`src/rtl/delay_pkg.sv`:
```
// rtl/delay_pkg.sv - shared types and time-base constants for the delay timer
// Default DIV values assume a 50 MHz system clock.
package delay_pkg;

  typedef enum logic {IDLE, RUN} delay_state_t;

  localparam int DIV_1MS = 50_000;
  localparam int DIV_1S  = 50_000_000;

endpackage

```
`src/rtl/tick_prescaler.sv`:
```
// rtl/tick_prescaler.sv - mod-DIV counter producing a one-cycle tick at terminal count
// Counts only while en is high; clr returns it to zero and takes priority.
module tick_prescaler
  import delay_pkg::*;
#(
  parameter int DIV   = DIV_1MS,
  parameter int PRE_W = $clog2(DIV)
) (
  input  logic clk,
  input  logic rstn,
  input  logic en,
  input  logic clr,
  output logic tick
);

  localparam logic [PRE_W-1:0] LAST = PRE_W'(DIV - 1);

  logic [PRE_W-1:0] cnt;

  assign tick = en && (cnt == LAST);

  always_ff @(posedge clk or negedge rstn) begin
    if (!rstn) begin
      cnt <= '0;
    end else if (clr) begin
      cnt <= '0;
    end else if (en) begin
      cnt <= (cnt == LAST) ? '0 : cnt + 1'b1;
    end
  end

endmodule

```
`src/rtl/delay_timer.sv`:
```
// rtl/delay_timer.sv - programmable one-shot/periodic delay timer on a prescaled tick
// Optional macro DELAY_TIMER_CLKOUT_EN adds the clk_div square-wave output.
module delay_timer
  import delay_pkg::*;
#(
  parameter int DIV     = DIV_1MS,
  parameter int PRE_W   = $clog2(DIV),
  parameter int COUNT_W = 16
) (
  input  logic               clk,
  input  logic               rstn,
  input  logic               start,
  input  logic               stop,
  input  logic               periodic,
  input  logic [COUNT_W-1:0] duration,
  output logic               busy,
  output logic               done,
  output logic               tick,
  output logic [COUNT_W-1:0] remaining
`ifdef DELAY_TIMER_CLKOUT_EN
  ,
  output logic               clk_div
`endif
);

  delay_state_t       state, state_n;
  logic [COUNT_W-1:0] remaining_n;
  logic [COUNT_W-1:0] reload, reload_n;
  logic               periodic_q, periodic_n;
  logic               done_n;
  logic               pre_clr;

  // Prescaler restarts on every accepted start and sits at zero whenever we leave RUN.
  assign pre_clr = (start && !stop) || (state_n == IDLE);
  assign busy    = (state == RUN);

  tick_prescaler #(
    .DIV   (DIV),
    .PRE_W (PRE_W)
  ) u_prescaler (
    .clk  (clk),
    .rstn (rstn),
    .en   (state == RUN),
    .clr  (pre_clr),
    .tick (tick)
  );

  always_comb begin
    state_n     = state;
    remaining_n = remaining;
    reload_n    = reload;
    periodic_n  = periodic_q;
    done_n      = 1'b0;
    if (stop) begin
      state_n     = IDLE;
      remaining_n = '0;
    end else if (start) begin
      if (duration != '0) begin
        state_n     = RUN;
        remaining_n = duration;
        reload_n    = duration;
        periodic_n  = periodic;
      end else begin
        state_n     = IDLE;
        remaining_n = '0;
        done_n      = 1'b1;
      end
    end else if (tick) begin
      if (remaining == COUNT_W'(1)) begin
        done_n = 1'b1;
        if (periodic_q) begin
          remaining_n = reload;
        end else begin
          remaining_n = '0;
          state_n     = IDLE;
        end
      end else if (remaining != '0) begin
        remaining_n = remaining - 1'b1;
      end
    end
  end

  always_ff @(posedge clk or negedge rstn) begin
    if (!rstn) begin
      state      <= IDLE;
      remaining  <= '0;
      reload     <= '0;
      periodic_q <= 1'b0;
      done       <= 1'b0;
    end else begin
      state      <= state_n;
      remaining  <= remaining_n;
      reload     <= reload_n;
      periodic_q <= periodic_n;
      done       <= done_n;
    end
  end

`ifdef DELAY_TIMER_CLKOUT_EN
  // Data-only square wave; never used to clock anything.
  always_ff @(posedge clk or negedge rstn) begin
    if (!rstn) begin
      clk_div <= 1'b0;
    end else if (state_n == IDLE) begin
      clk_div <= 1'b0;
    end else if (tick) begin
      clk_div <= ~clk_div;
    end
  end
`endif

endmodule

```
`config.mk`:
```
export PLATFORM = sky130hd
export DESIGN_NAME = delay_timer
export DESIGN_NICKNAME = d
export VERILOG_FILES = /design/src/rtl/delay_pkg.sv /design/src/rtl/tick_prescaler.sv /design/src/rtl/delay_timer.sv
export SDC_FILE = /design/constraint.sdc
export NUM_CORES = 1
export LEC_CHECK = 0
export ABC_AREA = 1
export CORE_MARGIN = 2
export CORE_UTILIZATION = 56
export DETAILED_ROUTE_END_ITERATION = 8
export GPL_TIMING_DRIVEN = 0
export PLACE_DENSITY = 0.8
export SYNTH_ARGS = -nofsm -noshare
export SYNTH_HDL_FRONTEND = slang
export SYNTH_SLANG_ARGS = --single-unit
```
`constraint.sdc`:
```
create_clock -name clk -period 1.9 [get_ports clk]
set_clock_uncertainty 0.15 [all_clocks]
set_input_delay 0.475 -clock clk [delete_from_list [all_inputs] [get_ports clk]]
set_output_delay 0.475 -clock clk [all_outputs]
set_load 0.01 [all_outputs]
```
* Yosys cells after proc, flatten, opt, wreduce, memory -nomap -nowiden
Cells that the tools add are included.
** Storage, ports and cells
- Flip-flop bits (word level) :: 51
- Input port bits :: 21
** Cells by class
- Add/sub/neg operators :: 2
- Equal/unequal tests :: 2
- Muxes and demuxes :: 21
- Bitwise operators :: 2
- Reduce and logical (&&, ||, !) cells :: 11
** Operators with widths (count)
- $mux W16 :: 10
- $reduce_bool A16 Y1 :: 2
- $add A16 B1 Y16 const B :: 1
- $eq A16 B1 Y1 const B :: 1
- $eq A16 B16 Y1 const B :: 1
- $sub A16 B1 Y16 const B :: 1
- $mux W1 :: 11
- $reduce_bool A4 Y1 :: 1
- $reduce_and A3 Y1 :: 1
- $reduce_bool A3 Y1 :: 1
- $logic_and A1 B1 Y1 :: 2
- $not A1 Y1 :: 2
- $reduce_and A2 Y1 :: 1
- $reduce_bool A2 Y1 :: 1
- $logic_not A1 Y1 :: 1
- $logic_or A1 B1 Y1 :: 1

* Logic depth before layout (Yosys ltp)
- Depth in word-level cells :: 8
- Depth in mapped cells :: 11
- Mapped depth without buffers :: 11

* By module
A second synthesis with hierarchy kept.
** Second synthesis, totals
- Cell total of the unflattened synthesis :: 505
- Area total of the unflattened synthesis :: 3477.1 um^2
** Modules (own cells, without submodules)
- delay_timer :: instances 1, cells an instance 361, area each 2399.8 um^2, sequential area each 875.8 um^2
- tick_prescaler :: instances 1, cells an instance 144, area each 1077.3 um^2, sequential area each 400.4 um^2

* Worst setup path before layout
No wires, ideal clock.
- Kind :: flip-flop to flip-flop
- From :: register remaining[1]
- To :: register remaining[10]
- Library setup time :: 122 ps
- Arrival :: 1504 ps
- Slack :: 123 ps
- Stages on the path, launching flop included :: 11
- Buffers on the path :: 1
- Clock period less this slack :: 1777 ps
- Path through :: dfrtp_1 -> inv_1 -> ha_1 -> inv_1 -> nor3_1 -> nand2_1 -> nand4_4 -> nand2_4 -> buf_8 -> nor2_2 -> a21oi_2
** On the way
- Word-level cells in the longest chain between the ends :: 6
** Ends and longest elaborated chain
- start: declaration :: RTL line delay_timer.sv:19 : output logic [COUNT_W-1:0] remaining
- start signal: assignment :: RTL line delay_timer.sv:92 : remaining <= remaining_n;
- $sub A16 B1 Y16 :: RTL line delay_timer.sv:78 : remaining_n = remaining - 1'b1;
- $mux W16 :: RTL line delay_timer.sv:77 : end else if (remaining != '0) begin
- $mux W16 :: RTL line delay_timer.sv:69 : if (remaining == COUNT_W'(1)) begin
- $mux W16 :: RTL line delay_timer.sv:68 : end else if (tick) begin
- $mux W16 :: RTL line delay_timer.sv:57 : end else if (start) begin
- $mux W16 :: RTL line delay_timer.sv:54 : if (stop) begin
Several ways; a longest one is shown, not always the timed one. The select of a mux whose other input is x is not followed.
A chain may end at the register's enable or synchronous reset.

* Final worst setup path
- From :: register u_prescaler.cnt[7]
- To :: output tick
** On the way
- Word-level cells in the longest chain between the ends :: 2
** Ends and longest elaborated chain
- start: declaration :: RTL line tick_prescaler.sv:18 : logic [PRE_W-1:0] cnt;
- start signal: assignment :: RTL line tick_prescaler.sv:28 : cnt <= (cnt == LAST) ? '0 : cnt + 1'b1;
- $eq A16 B16 Y1 :: RTL line tick_prescaler.sv:20 : assign tick = en && (cnt == LAST);
- $logic_and A1 B1 Y1 :: RTL line tick_prescaler.sv:20
- end: declaration :: RTL line delay_timer.sv:18 : output logic tick,
Every way passes these cells.

==> results.cfg <==
[logic_synthesis]
synth-seq-cells = 51
synth_edf_count = 0
synth.most_common_cell = nand2_1
synth_seq_area_share = 0.384
synth_top_area_frac = 0.384
synthesis.area_sq_um = 3320
ys.flop_type = dfrtp_1
synth.distinct_cells = 31
synth_cells = 499
synthTopCellsByCount = nand2_1 (182), nor2_1 (84), dfrtp_1 (51), nand3_1 (47), inv_1 (43)
synth_area_leaders = dfrtp_1 (38%), nand2_1 (21%), nor2_1 (9.5%)
syn_area_per_cell_sq_um = 6.66
ys_async_sr_fraction = 1.00
yosysWarnings = 0
yosys.area.top_type = dfrtp_1
syn_nets = 523

[die]
ios = 40
num_rows = 28
initial_core_util = 0.571
dieArea_sq_um = 6560
coreArea_sq_um = 5820
dieHeight_microns = 81.0
die_x_microns = 81.0

[global_route]
antenna_found_initial = 0
grt_max_degree = 37
grt_pass1_vias = 3178
overflow = 0
grt_pass1_wl_microns = 14500
track_usage = 0.283

[layout]
antenna_cells = 0
n_fill_cell = 396
final_cells = 672
nNetsFinal = 620
drive_gt1_frac = 0.240
finalCoreUtilization = 0.788
areaGrowthSynthToFinish_pct = 37.9

[worst_setup_path]
r2r_setup_slack_ps = -100
critPathMaxFanout = 2
cp.arrival_ps = 1460
max_stage_delay_ps = 430
path_cells = inv_1, nand4_1, nor2_1, nand2_2, nor2_4, buf_6
rr_worst_depth = 10
setup.worst_path.class = flip-flop to primary output
startpoint_type = flip-flop
r2r-end = remaining[7]
cp.required_ps = 1270
timing.rr.start = remaining[1]
endpoint_kind = primary output
cp_slowest_cell = dfrtp_2

[status]
violations = setup timing
status = complete, but fails checks

[routing]
routed_wl_microns = 10700
wire_per_inst_microns = 15.9
drc = 0
ant_nets = 0
drt-initial-drc-count = 457
first_pass_iters = 5
vias_per_cell = 5.70
via_count = 3833

[worst_hold_path]
hold-path-cell-count = 2
hold_path_class = flip-flop to flip-flop
hold_end = reload[1]
min_from = reload[1]

[placement]
gp_congestion = 0.863
hpwlAfterDp_microns = 6210
dp_cells = 614
port_buffers = 39

[clock_tree]
cts_made_buffers = 5
htreeDepth = 2
clk_latency_ps = 330
cts_tree = done
cts-root-buf = clkbuf_8
clockBufferDepth = 2
cts.clk_slew.worst_paths_ps = 110
cts_sinks = 51

[power_and_ir_drop]
p_leak_nw = 2.28
irDropWorstVdd_uv = 535
power_density_nw_per_um2 = 643

[sta]
worst_pin_slew_ps = 528
fmax_mhz = 480
fin_crit_ps = 2080
fin_ws_ps = -184
final_max_slew_viol_count = 0
period_share = 1.10
final_hold_viol_count = 0
setup_violations = 20
relSlewSlack = 0.645
rsz0062_at_grt = yes

[run]
maxCapViolCount = 0
==> per-layer routing <==
layer | GRT usage | vias up | part of all wire
met5 | 0 | - | 0
met4 | 0.0847 | 0 | 0.037
met3 | 0.0478 | 54 | 0.075
met2 | 0.501 | 256 | 0.50
met1 | 0.353 | 1768 | 0.39
li1 | - | 1755 | -
==> state kept, by name, indices dropped and copies added, names as in the netlist <==
name / cells
reload: 16
remaining: 16
u_prescaler.cnt: 16
busy: 1
done: 1
periodic_q: 1
==> kinds of logic after synthesis <==
group / Yosys count / synth area share
compound gates: 35 / 0.0603
xor+xnor: 7 / 0.0185
fa+ha+maj: 3 / 0.0113
buf+inv: 57 / 0.0719
flops: 51 / 0.384
simple gates: 346 / 0.454
==> metrics by stage <==
step / hold slack [ps] / setup WS (ps) / setup TNS, ps / power (mW) / instance area [sq um]
after global placement: 305 / -1300 / -82660 / 2.00 / 3810
after CTS: 334 / -178 / -178 / 2.76 / 4210
final: 342 / -184 / -842 / 2.95 / 4580
after detailed placement: 274 / -618 / -16900 / 2.02 / 3820
after global routing: 361 / -257 / -2750 / 3.07 / 4580
after floorplan: 29.4 / 123 / 0 / 1.74 / 3320
==> cell type report <==
type / instances / area [sq um] / area share
well taps: 75 / 93.8 / 0.0205
clock inverters: 3 / 18.8 / 0.00410
inverters: 46 / 173 / 0.0377
multi-input cells: 391 / 1980 / 0.433
clock buffers: 5 / 68.8 / 0.0150
plain buffers: 11 / 103 / 0.0224
repair buffers: 90 / 847 / 0.185
flip-flops and latches: 51 / 1290 / 0.282
==> repair_timing <==
item / in CTS / in global routing
buffers inserted: 30 / 16
hold buffers: 1 / 0
endpoints found under the hold margin: 15 / 0
gates resized for setup: 42 / 64
setup endpoints to repair: 62 / 45
gates cloned: 0 / 3
pin swaps: 7 / 15
==> worst max-delay path by stage <==
stage                             start       endpoint  slack (ps)  cells after the start
floorplan                  remaining[1]  remaining[10]         120                     10
global placement                   rstn     reload[10]       -1300                      1
detailed placement         duration[15]  remaining[14]        -620                     10
CTS                 u_prescaler.cnt[13]           tick        -180                      6
global route         u_prescaler.cnt[9]           tick        -260                      7
finish               u_prescaler.cnt[7]           tick        -180                      6
==> cell usage in the layout, fill, tap and decap left out, types with 4 or more instances in the layout <==
master and n:
dlymetal6s2s_1 6, o21ai_0 14, clkbuf_8 5, nor2_2 9, nand2_2 9, nand4_1 4
buf_6 7, dlygate4sd2_1 9, dfrtp_2 13, clkdlybuf4s50_1 22, a21oi_2 5, nand3b_1 7
xor2_1 4, inv_1 40, inv_2 6, nand2_1 174, dfrtp_1 38, nor2_4 15
nand2_4 5, nor2_1 70, nand3_1 44, buf_4 43, a21oi_1 11
==> power by group <==
| part | switching [mW] | internal [mW] |
|---|---|---|
| clock network | 0.420 | 0.261 |
| logic | 0.582 | 0.414 |
| registers | 0.0887 | 1.18 |
| total | 1.09 | 1.85 |
==> worst max-delay path: cells and delay by family (launching register included) <==
| family | cells | cell delay (ps) |
|---|---|---|
| buffers and inverters | 2 | 240 |
| flip-flops | 1 | 430 |
| AND/OR/NAND/NOR | 4 | 450 |
No activity file was read; power rests on OpenSTA's default activity.
